## src/rtl/serial_adder_ctrl.sv

```systemverilog
// Bit-serial WIDTH-bit adder: one 1-bit add cell stepped LSB-first
// under a start/busy/done controller.

module HalfAdder (
    input  logic a,
    input  logic b,
    output logic sum,
    output logic carry
);
    assign sum   = a ^ b;
    assign carry = a & b;
endmodule

module serial_adder_ctrl #(
    parameter int WIDTH = 8
) (
    input  logic             clk,
    input  logic             rst,
    input  logic             start,
    input  logic [WIDTH-1:0] a,
    input  logic [WIDTH-1:0] b,
    input  logic             cin,
    output logic             busy,
    output logic             done,
    output logic [WIDTH-1:0] sum,
    output logic             cout
);
    localparam int CNT_W = $clog2(WIDTH) + 1;
    localparam logic [CNT_W-1:0] LAST = CNT_W'(WIDTH - 1);

    typedef enum logic [1:0] {
        IDLE = 2'd0,
        RUN  = 2'd1,
        DONE = 2'd2
    } state_t;

    state_t           r_state;
    state_t           w_state_nx;
    logic [WIDTH-1:0] r_sa;
    logic [WIDTH-1:0] r_sb;
    logic [WIDTH-1:0] r_ss;
    logic             r_carry;
    logic [CNT_W-1:0] r_cnt;

    logic             w_ha1_s;
    logic             w_ha1_c;
    logic             w_bit;
    logic             w_ha2_c;
    logic             w_carry_nx;
    logic [WIDTH-1:0] w_ss_nx;
    logic             w_accept;
    logic             w_last;

    // Full-adder cell: two half adders, carries merged by an OR.
    HalfAdder u_ha1 (
        .a    (r_sa[0]),
        .b    (r_sb[0]),
        .sum  (w_ha1_s),
        .carry(w_ha1_c)
    );

    HalfAdder u_ha2 (
        .a    (w_ha1_s),
        .b    (r_carry),
        .sum  (w_bit),
        .carry(w_ha2_c)
    );

    assign w_carry_nx = w_ha1_c | w_ha2_c;
    assign w_ss_nx    = {w_bit, r_ss[WIDTH-1:1]};
    assign w_accept   = (r_state != RUN) && start;
    assign w_last     = (r_cnt == LAST);

    always_ff @(posedge clk or posedge rst) begin
        if (rst) begin
            r_state <= IDLE;
        end else begin
            r_state <= w_state_nx;
        end
    end

    always_comb begin
        w_state_nx = r_state;
        unique case (r_state)
            IDLE:    w_state_nx = start ? RUN : IDLE;
            RUN:     w_state_nx = w_last ? DONE : RUN;
            DONE:    w_state_nx = start ? RUN : IDLE;
            default: w_state_nx = IDLE;
        endcase
    end

    always_comb begin
        busy = 1'b0;
        done = 1'b0;
        unique case (r_state)
            RUN:     busy = 1'b1;
            DONE:    done = 1'b1;
            default: ;
        endcase
    end

    // Result registers only move on the last bit, so no partial sum leaks.
    always_ff @(posedge clk or posedge rst) begin
        if (rst) begin
            r_sa    <= '0;
            r_sb    <= '0;
            r_ss    <= '0;
            r_carry <= 1'b0;
            r_cnt   <= '0;
            sum     <= '0;
            cout    <= 1'b0;
        end else if (w_accept) begin
            r_sa    <= a;
            r_sb    <= b;
            r_ss    <= '0;
            r_carry <= cin;
            r_cnt   <= '0;
        end else if (r_state == RUN) begin
            r_sa    <= r_sa >> 1;
            r_sb    <= r_sb >> 1;
            r_ss    <= w_ss_nx;
            r_carry <= w_carry_nx;
            r_cnt   <= r_cnt + 1'b1;
            if (w_last) begin
                sum  <= w_ss_nx;
                cout <= w_carry_nx;
            end
        end
    end
endmodule

```

## config.mk

```make
export PLATFORM = sky130hd
export DESIGN_NAME = serial_adder_ctrl
export DESIGN_NICKNAME = d
export VERILOG_FILES = /design/src/rtl/serial_adder_ctrl.sv
export SDC_FILE = /design/constraint.sdc
export NUM_CORES = 1
export LEC_CHECK = 0
export BUFFER_PORTS_ARGS = -buffer_cell sky130_fd_sc_hd__buf_2
export CORE_MARGIN = 8
export CORE_UTILIZATION = 54
export DETAILED_ROUTE_END_ITERATION = 7
export GPL_ROUTABILITY_DRIVEN = 0
export PLACE_DENSITY = 0.78
export SETUP_SLACK_MARGIN = 0.2
export SLEW_MARGIN = 0
export SYNTH_ARGS = -nofsm -noshare
export SYNTH_HDL_FRONTEND = slang
export SYNTH_HIERARCHICAL = 1
export SYNTH_SLANG_ARGS = --single-unit
export TNS_END_PERCENT = 1
```

## constraint.sdc

```tcl
create_clock -name clk -period 1.78 [get_ports clk]
set_input_delay 0.178 -clock clk [delete_from_list [all_inputs] [get_ports clk]]
set_output_delay 0.178 -clock clk [all_outputs]
set_load 0.005 [all_outputs]
```

# Word level (Yosys, flattened, before mapping)

Index checks and enable logic that the tools add are counted.

Add/subtract/negate cells: 1
$mul: 0
Divide/modulo/power cells: 0
$lt $le $gt $ge: 0
Equality and inequality tests: 4
Shifts and indexed selects: 0
Multiplexer cells: 15
Bitwise gates (word level): 6
Reductions and logical operators: 5

Operators with widths:

| operator                                                         | count |
|---|---|
| 8-bit two-way mux                                                | 6 |
| 4-bit two-way mux                                                | 2 |
| 1-bit two-way mux                                                | 5 |
| 4-bit by 1-bit adder with 4-bit output (second input constant)   | 1 |
| 4-bit by 3-bit == test with 1-bit output (second input constant) | 1 |
| 2-bit one-hot mux with 2 select lines                            | 1 |
| 3-bit AND reduction                                              | 1 |
| 1-bit AND                                                        | 2 |
| 2-bit by 1-bit == test with 1-bit output (second input constant) | 1 |
| 2-bit == test (second input constant)                            | 1 |
| 2-bit logical NOT                                                | 1 |
| 2-bit two-way mux                                                | 1 |
| 2-bit by 1-bit != test with 1-bit output (second input constant) | 1 |
| 2-bit nonzero test                                               | 1 |
| 2-bit OR reduction                                               | 1 |
| 1-bit bitwise XOR                                                | 2 |
| 1-bit logical AND                                                | 1 |
| 1-bit NOT                                                        | 1 |
| 1-bit OR                                                         | 1 |

Register bits: 40
Latch bits: 0
Bits in writable memories: 0
Memory bits (read-only): 0
Bits of input ports: 20
Output and inout port bits: 11
Word-level logic and storage cells: 39
Memories kept: 0

# Logic depth before layout (Yosys ltp)

Gate-level depths: netlist (run 1).

Depth after elaboration: 5
Mapped depth: 5
Depth with buffers taken out: 4

# Hierarchy

Netlist (run 1), hierarchy kept.

Modules (own cells, without submodules):

| module            | times used | cells each | area each (sq um) | seq. area each (sq um) |
|---|---|---|---|---|
| serial_adder_ctrl | 1          | 151        | 1,664.1           | 975.9 |
| HalfAdder         | 2          | 1          | 12.5              | 0.0 |

# Least setup slack after synthesis (run 1)

OpenSTA, ideal clock, no wires.

Path kind: register to register
Start point: register r_cnt[0]
End point: register sum[0]
Setup time: 0.125 ns
Data arrival time: 1.306 ns
Data required time: 1.655 ns
Slack: 0.349 ns
Cell stages (with the launch flop): 5
Path buffers: 0
Clock period less this slack: 1.431 ns
Cells stage by stage: dfrtp_1 ha_1 nand2_1 nor3_4 mux2_2

Word-level cells in the longest chain between the ends: 2

RTL lines:

| element                                  | RTL line | source |
|---|---|---|
| from (decl)                              | 43       | `logic [CNT_W-1:0] r_cnt;` |
| from (signal assigned)                   | 123      | `r_cnt <= r_cnt + 1'b1;` |
| 4-bit by 3-bit == test with 1-bit output | 72       | `assign w_last = (r_cnt == LAST);` |
| 3-bit AND reduction (no line)            | -        |  |
| to (signal assigned)                     | 125      | `sum <= w_ss_nx;` |
| to (decl)                                | 25       | `output logic [WIDTH-1:0] sum,` |

No other way between the ends.
A chain may end at the register's enable or synchronous reset.

# Final worst setup path (run 1)

Start point: register r_cnt[0]
End point: register sum[4]

The elaborated chain is that of the path after synthesis.

==> results.sh, run 1 <==
export IMPL_synth_top_family_by_area="multiplexers"
export IMPL_die_h_microns=71.93
export IMPL_antenna_found_initial=0
export IMPL_synth_most_common_cell="dfrtp_1"
export IMPL_yosys_area_share_simple=0.1237
export IMPL_via_per_inst=5.335
export IMPL_cp_slowest_cell="dfrtp_1"
export IMPL_drc_errors=0
export IMPL_multi_input_area_sq_um=665.6
export IMPL_crit_path_end_kind="flip-flop"
export IMPL_ys_warn_count=6
export IMPL_crit_chain="ha_1 -> nand2_1 -> nor3_4 -> buf_4 -> mux2_2"
export IMPL_rsz0062_at_grt="true"
export IMPL_rr_startpoint="r_cnt[0]$_DFFE_PP0P_"
export IMPL_worst_endpoint_required_ns=2.01
export IMPL_core_rowCount=20
export IMPL_finalSetupTns_ns=0
export IMPL_synth_commonest_cells="39 x dfrtp_1, 32 x nand2_1, 24 x o21ai_0, 18 x mux2i_1, 9 x mux2_2"
export IMPL_cts_made_buffers=5
export IMPL_synth_top_area_cell="dfrtp_1"
export IMPL_fin_area_sq_mm=0.002027
export IMPL_maxCapViolCount=0
export IMPL_power_total_mw=3.285
export IMPL_outcome="finished clean"
export IMPL_root_buffer="clkbuf_4"
export IMPL_criticalPathCategory="reg -> reg"
export IMPL_die_area_sq_mm=0.005174
export IMPL_worst_setup_path_start_kind="flip-flop"
export IMPL_skew_ns=0.007072
export IMPL_yosysUniqueCellTypes=21
export IMPL_drt_first_pass_iters=4
export IMPL_area_growth_syn_to_layout_pct=20.00
export IMPL_grt_max_degree=53
export IMPL_syn_inst=153
export IMPL_slew_headroom=0.6814
export IMPL_num_vias=1195
export IMPL_synth_compound_area_frac=0.08148
export IMPL_cp_startpoint="r_cnt[0]$_DFFE_PP0P_"
export IMPL_wl_per_cell_microns=15.32
export IMPL_clkPwrFrac=0.188
export IMPL_grt_pass1_wl_mm=5.520
export IMPL_fillerInstances=236
export IMPL_fmax_ghz=0.6468
export IMPL_synthAdderAreaFrac=0.02222
export IMPL_muxShareOfSynthArea=0.1667
export IMPL_drt_iter0_markers=77
export IMPL_finalSetupViolations=0
export IMPL_synth_nets=176
export IMPL_cp_max_fo=6
export IMPL_yosysSeqAreaShare=0.5778
export IMPL_ant_nets=0
export IMPL_boundaryPins=31
export IMPL_tightest_slew_ns=0.4780
export IMPL_ys_flop_type="dfrtp_1"
export IMPL_synth_area_leaders="dfrtp_1 58%, mux2i_1 11%, o21ai_0 7.1%"
export IMPL_io_buffers=30
export IMPL_clock_sinks=39
export IMPL_h_tree_depth=2
export IMPL_synth_edff_count=0
export IMPL_design_core_area_sq_mm=0.003003
export IMPL_drive_above_1_share=0.3037
export IMPL_switching_share=0.3438
export IMPL_crit_arrival_ns=1.78
export IMPL_cts_reportedPaths_clkPinSlew_ns=0.12
export IMPL_fin_crit_ns=1.546
export IMPL_cp_buffers_inverters=1
export IMPL_first_global_vias=1231
export IMPL_finalNetCount=213
export IMPL_totalWireLength_mm=3.432
export IMPL_synth_top_area_share=0.5778
export IMPL_syn_cell_area_sq_mm=0.001689
export IMPL_holdWs_ns=0.08271
export IMPL_grt_usage=0.1374
export IMPL_tritoncts="done"
export IMPL_seq_area_sq_um=975.9
export IMPL_hold_path_class="in -> reg"
export IMPL_power_density_mw_per_mm2=1620
export IMPL_die_w_microns=71.93
export IMPL_clkLatencyLatePin_ns=0.34
export IMPL_clockBufferDepth=2
export IMPL_async_flop_share=1.000
export IMPL_crit_family="flip-flops"
export IMPL_fin_crit_sh=0.8686
export IMPL_peakVddDrop_uv=901.4
export IMPL_hold_viol=0
export IMPL_syn_area_per_cell_sq_um=11.04
export IMPL_pwr_share_seq=0.461
export IMPL_dpl_hpwl_mm=2.235
export IMPL_combPwrFrac=0.351
export IMPL_finish_utilization=0.6750
export IMPL_switchingPower_mw=1.129
export IMPL_place_area_sq_mm=0.001883
export IMPL_grt_ovfl_total=0
export IMPL_synth_seq_cells=39
export IMPL_diodes=0
export IMPL_slew_viol_final=0
export IMPL_cp_slowest_stage_delay_ns=0.42
export IMPL_p_int_mw=2.155
export IMPL_min_from="b[7]"
export IMPL_synth_xor_area_share=0
export IMPL_p_leak_nw=1.006
export IMPL_start_util=0.5625
[what timing repair did]
item | CTS | global route
setup endpoints to repair | 8 | 8
gates cloned | 0 | 1
resized for setup | 0 | 0
buffers inserted | 3 | 0
pin swaps | 1 | 0
hold buffers | 1 | 0
hold endpoints to repair | 39 | 0
[state kept, by name, indices dropped and copies added, names as in the netlist]
register / flops
cout: 1
r_sa: 8
r_state: 2
r_ss: 7
r_cnt: 4
r_carry: 1
r_sb: 8
sum: 8
[layout make-up]
type,count,area share
inverters,4,0.007407
clock buffers,6,0.02531
multi-input cells,102,0.3284
flip-flops and latches,39,0.4815
clock inverters,2,0.01728
well taps,33,0.02037
repair buffers,38,0.1198
[stage by stage]
stage	std cells	setup slack [ns]
6_report	224	0.2340
5_1_grt	224	0.1658
4_1_cts	223	0.2403
3_5_place_dp	211	0.1627
3_3_place_gp	211	0.2528
2_1_floorplan	153	0.3492
[cell usage in the layout, fill, tap and decap left out, drive strengths merged]
| cell type | netlist | final |
|---|---|---|
| dlygate4sd3 | 0 | 1 |
| nand3 | 4 | 4 |
| dfrtp | 39 | 39 |
| clkinv | 0 | 1 |
| mux2i | 18 | 18 |
| nand2 | 32 | 32 |
| ha | 3 | 3 |
| nor2b | 1 | 1 |
| bufinv | 0 | 1 |
| and2b | 1 | 1 |
| nor3 | 2 | 2 |
| mux2 | 9 | 9 |
| nand2b | 1 | 1 |
| a21oi | 1 | 1 |
| a211oi | 1 | 1 |
| o21ai | 25 | 25 |
| nand3b | 1 | 1 |
| inv | 4 | 4 |
| clkbuf | 6 | 7 |
| buf | 2 | 36 |
| nor2 | 3 | 3 |
[final timing paths]
check                                             to  slack, ns  depth (start not counted)
worst max-delay path              sum[4]$_DFFE_PP0P_       0.23                          5
worst min-delay path             r_sb[7]$_DFFE_PP0P_       0.08                          3
worst max register to register    sum[4]$_DFFE_PP0P_       0.23                          5
worst min register to register   r_sb[1]$_DFFE_PP0P_       0.49                          2
max in group asynchronous       r_cnt[3]$_DFFE_PP0P_       0.97                          4
min in group asynchronous         sum[2]$_DFFE_PP0P_       0.48                          4
[worst reg2reg max path: stages, from the launching register on]
cell     delay (ns)
dfrtp_1        0.42
ha_1           0.21
nand2_1        0.11
nor3_4         0.19
buf_4          0.18
mux2_2         0.34
[metal layers]
| metal | part of all wire | global-route usage | up-vias |
|---|---|---|---|
| met3 | 0.034 | 0.04545 | 6 |
| li1 | - | - | 594 |
| met2 | 0.50 | 0.2298 | 22 |
| met1 | 0.45 | 0.1515 | 573 |
| met5 | 0 | 0 | - |
| met4 | 0.016 | 0.07256 | 0 |
[kinds of logic after synthesis]
family,Yosys count
compound gates,27
fa+ha+maj,3
buf+inv,12
flops,39
mux,27
simple gates,45
[power by group through the flow]
stage          clock, mW  sequential [mW]  combinational, mW
2_1_floorplan          0             1.48              0.717
3_3_place_gp           0             1.50              0.998
3_5_place_dp           0             1.53               1.06
4_1_cts            0.624             1.51               1.08
5_1_grt            0.663             1.56               1.31
6_report           0.618             1.51               1.15
Note: power is estimated with default switching activity, not from simulation.
==> inputs of run 2 (changes only) <==
==> constraint.sdc (replaced) <==
create_clock -name clk -period 1.78 [get_ports clk]
set_input_delay 0.089 -clock clk [delete_from_list [all_inputs] [get_ports clk]]
set_output_delay 0.089 -clock clk [all_outputs]
set_load 0.005 [all_outputs]
==> results.sh, run 2 (synthesis results as in run 1) <==
export IMPL_fmax_ghz=0.6555
export IMPL_dp_slack_ns=0.1691
export IMPL_rsz0062_at_grt="true"
export IMPL_drive_above_1_share=0.2880
export IMPL_cp_slowest_cell="dfrtp_1"
export IMPL_finalNetCount=213
export IMPL_cp_buffers_inverters=1
export IMPL_io_buffers=30
export IMPL_drc_errors=0
export IMPL_layout_setup_ws_ns=0.2544
export IMPL_final_common_cell="dfrtp_1"
export IMPL_tightest_slew_ns=0.5348
export IMPL_first_global_vias=1155
export IMPL_area_growth_syn_to_layout_pct=18.74
export IMPL_hold_viol=0
export IMPL_layout_common_cells="39 x dfrtp_1, 32 x nand2_1, 30 x buf_2"
export IMPL_reg_top3="r_sa x8, r_sb x8, sum x8"
export IMPL_grt_max_degree=40
export IMPL_place_area_sq_mm=0.001871
export IMPL_power_total_mw=3.083
export IMPL_wl_per_cell_microns=14.11
export IMPL_multi_input_area_sq_um=665.6
export IMPL_finalSetupViolations=0
export IMPL_h_tree_depth=2
export IMPL_fin_crit_sh=0.8571
export IMPL_die_h_microns=71.93
export IMPL_seq_area_sq_um=975.9
export IMPL_root_buffer="clkbuf_4"
export IMPL_maxCapViolCount=0
export IMPL_tritoncts="done"
export IMPL_outcome="finished clean"
export IMPL_fin_crit_ns=1.526
export IMPL_crit_family="flip-flops"
export IMPL_skew_ns=0.006675
export IMPL_crit_chain="ha_1 -> nand2_1 -> nor3_4 -> buf_12 -> mux2_2"
export IMPL_num_vias=1182
export IMPL_boundaryPins=31
export IMPL_cts_reportedPaths_clkPinSlew_ns=0.11
export IMPL_crit_path_end_kind="flip-flop"
export IMPL_design_core_area_sq_mm=0.003003
export IMPL_slew_headroom=0.6435
export IMPL_cts_made_buffers=5
export IMPL_p_leak_nw=0.9851
export IMPL_dpl_hpwl_mm=2.142
export IMPL_cp_slowest_stage_delay_ns=0.41
export IMPL_grt_pass1_wl_mm=5.319
export IMPL_criticalPathCategory="reg -> reg"
export IMPL_core_rowCount=20
export IMPL_peakVddDrop_uv=813.7
export IMPL_worst_setup_path_start_kind="flip-flop"
export IMPL_clock_sinks=39
export IMPL_drt_first_pass_iters=4
export IMPL_crit_arrival_ns=1.77
export IMPL_totalWireLength_mm=3.161
export IMPL_fin_area_sq_mm=0.002006
export IMPL_grt_ovfl_total=0
export IMPL_power_density_mw_per_mm2=1537
export IMPL_hold_path_class="in -> reg"
export IMPL_cp_max_fo=10
export IMPL_clockBufferDepth=2
export IMPL_slew_viol_final=0
export IMPL_fillerInstances=229
export IMPL_die_w_microns=71.93
export IMPL_grt_usage=0.1319
export IMPL_via_per_inst=5.277
export IMPL_die_area_sq_mm=0.005174
export IMPL_start_util=0.5625
export IMPL_antenna_found_initial=0
export IMPL_worst_endpoint_required_ns=2.02
export IMPL_diodes=0
export IMPL_clkLatencyLatePin_ns=0.34
export IMPL_drt_iter0_markers=83
export IMPL_ant_nets=0
export IMPL_finalSetupTns_ns=0
run 2: path summary, 6_finish.rpt:
kind	from	endpoint	slack, ns	depth (start not counted)
setup / recovery	r_cnt[0]$_DFFE_PP0P_	sum[4]$_DFFE_PP0P_	0.25	5
hold / removal	a[3]	r_sa[3]$_DFFE_PP0P_	0.02	3
setup reg to reg	r_cnt[0]$_DFFE_PP0P_	sum[4]$_DFFE_PP0P_	0.25	5
hold reg to reg	r_sb[2]$_DFFE_PP0P_	r_sb[1]$_DFFE_PP0P_	0.49	2
max in group asynchronous	rst	r_sb[6]$_DFFE_PP0P_	1.04	4
min in group asynchronous	rst	r_ss[1]$_DFFE_PP0P_	0.39	4
run 2: power breakdown:
| part | internal [mW] | leakage (nW) | switching [mW] |
|---|---|---|---|
| sequential | 1.27 | 0.494 | 0.243 |
| clock | 0.233 | 0.0386 | 0.275 |
| combinational | 0.513 | 0.453 | 0.554 |
run 2: timing repair:
action / 4_1_cts / 5_1_grt
gates resized for setup: 1 / 2
buffers inserted: 1 / 1
pin swaps: 1 / 0
setup endpoints to repair: 9 / 9
hold endpoints to repair: 41 / 0
hold buffers: 3 / 0
run 2: worst reg2reg max path, stage by stage, from the launching register on:
cell and delay [ns]:
dfrtp_1 0.41, ha_1 0.20, nand2_1 0.11, nor3_4 0.22, buf_12 0.16, mux2_2 0.33
run 2: metrics by stage:
stage	hold WS (ns)	utilization	instances
floorplan	0.2453	-	153
global placement	0.2158	0.6229	211
detailed placement	0.2340	0.6229	211
CTS	0.003465	0.6633	223
global route	0.02079	0.6679	224
finish	0.01928	0.6679	224
run 2: cell type report:
| class | count | share of cell area |
|---|---|---|
| clock buffers | 8 | 0.03431 |
| inverters | 4 | 0.009981 |
| multi-input cells | 102 | 0.3319 |
| flip-flops and latches | 39 | 0.4866 |
| well taps | 33 | 0.02059 |
| repair buffers | 38 | 0.1167 |
run 2: per-layer routing:
layer	GRT usage	part of all wire	up-vias
met3	0.03994	0.044	8
met5	0	0	-
met1	0.1621	0.46	558
met2	0.2014	0.47	25
met4	0.07483	0.023	0
li1	-	-	591
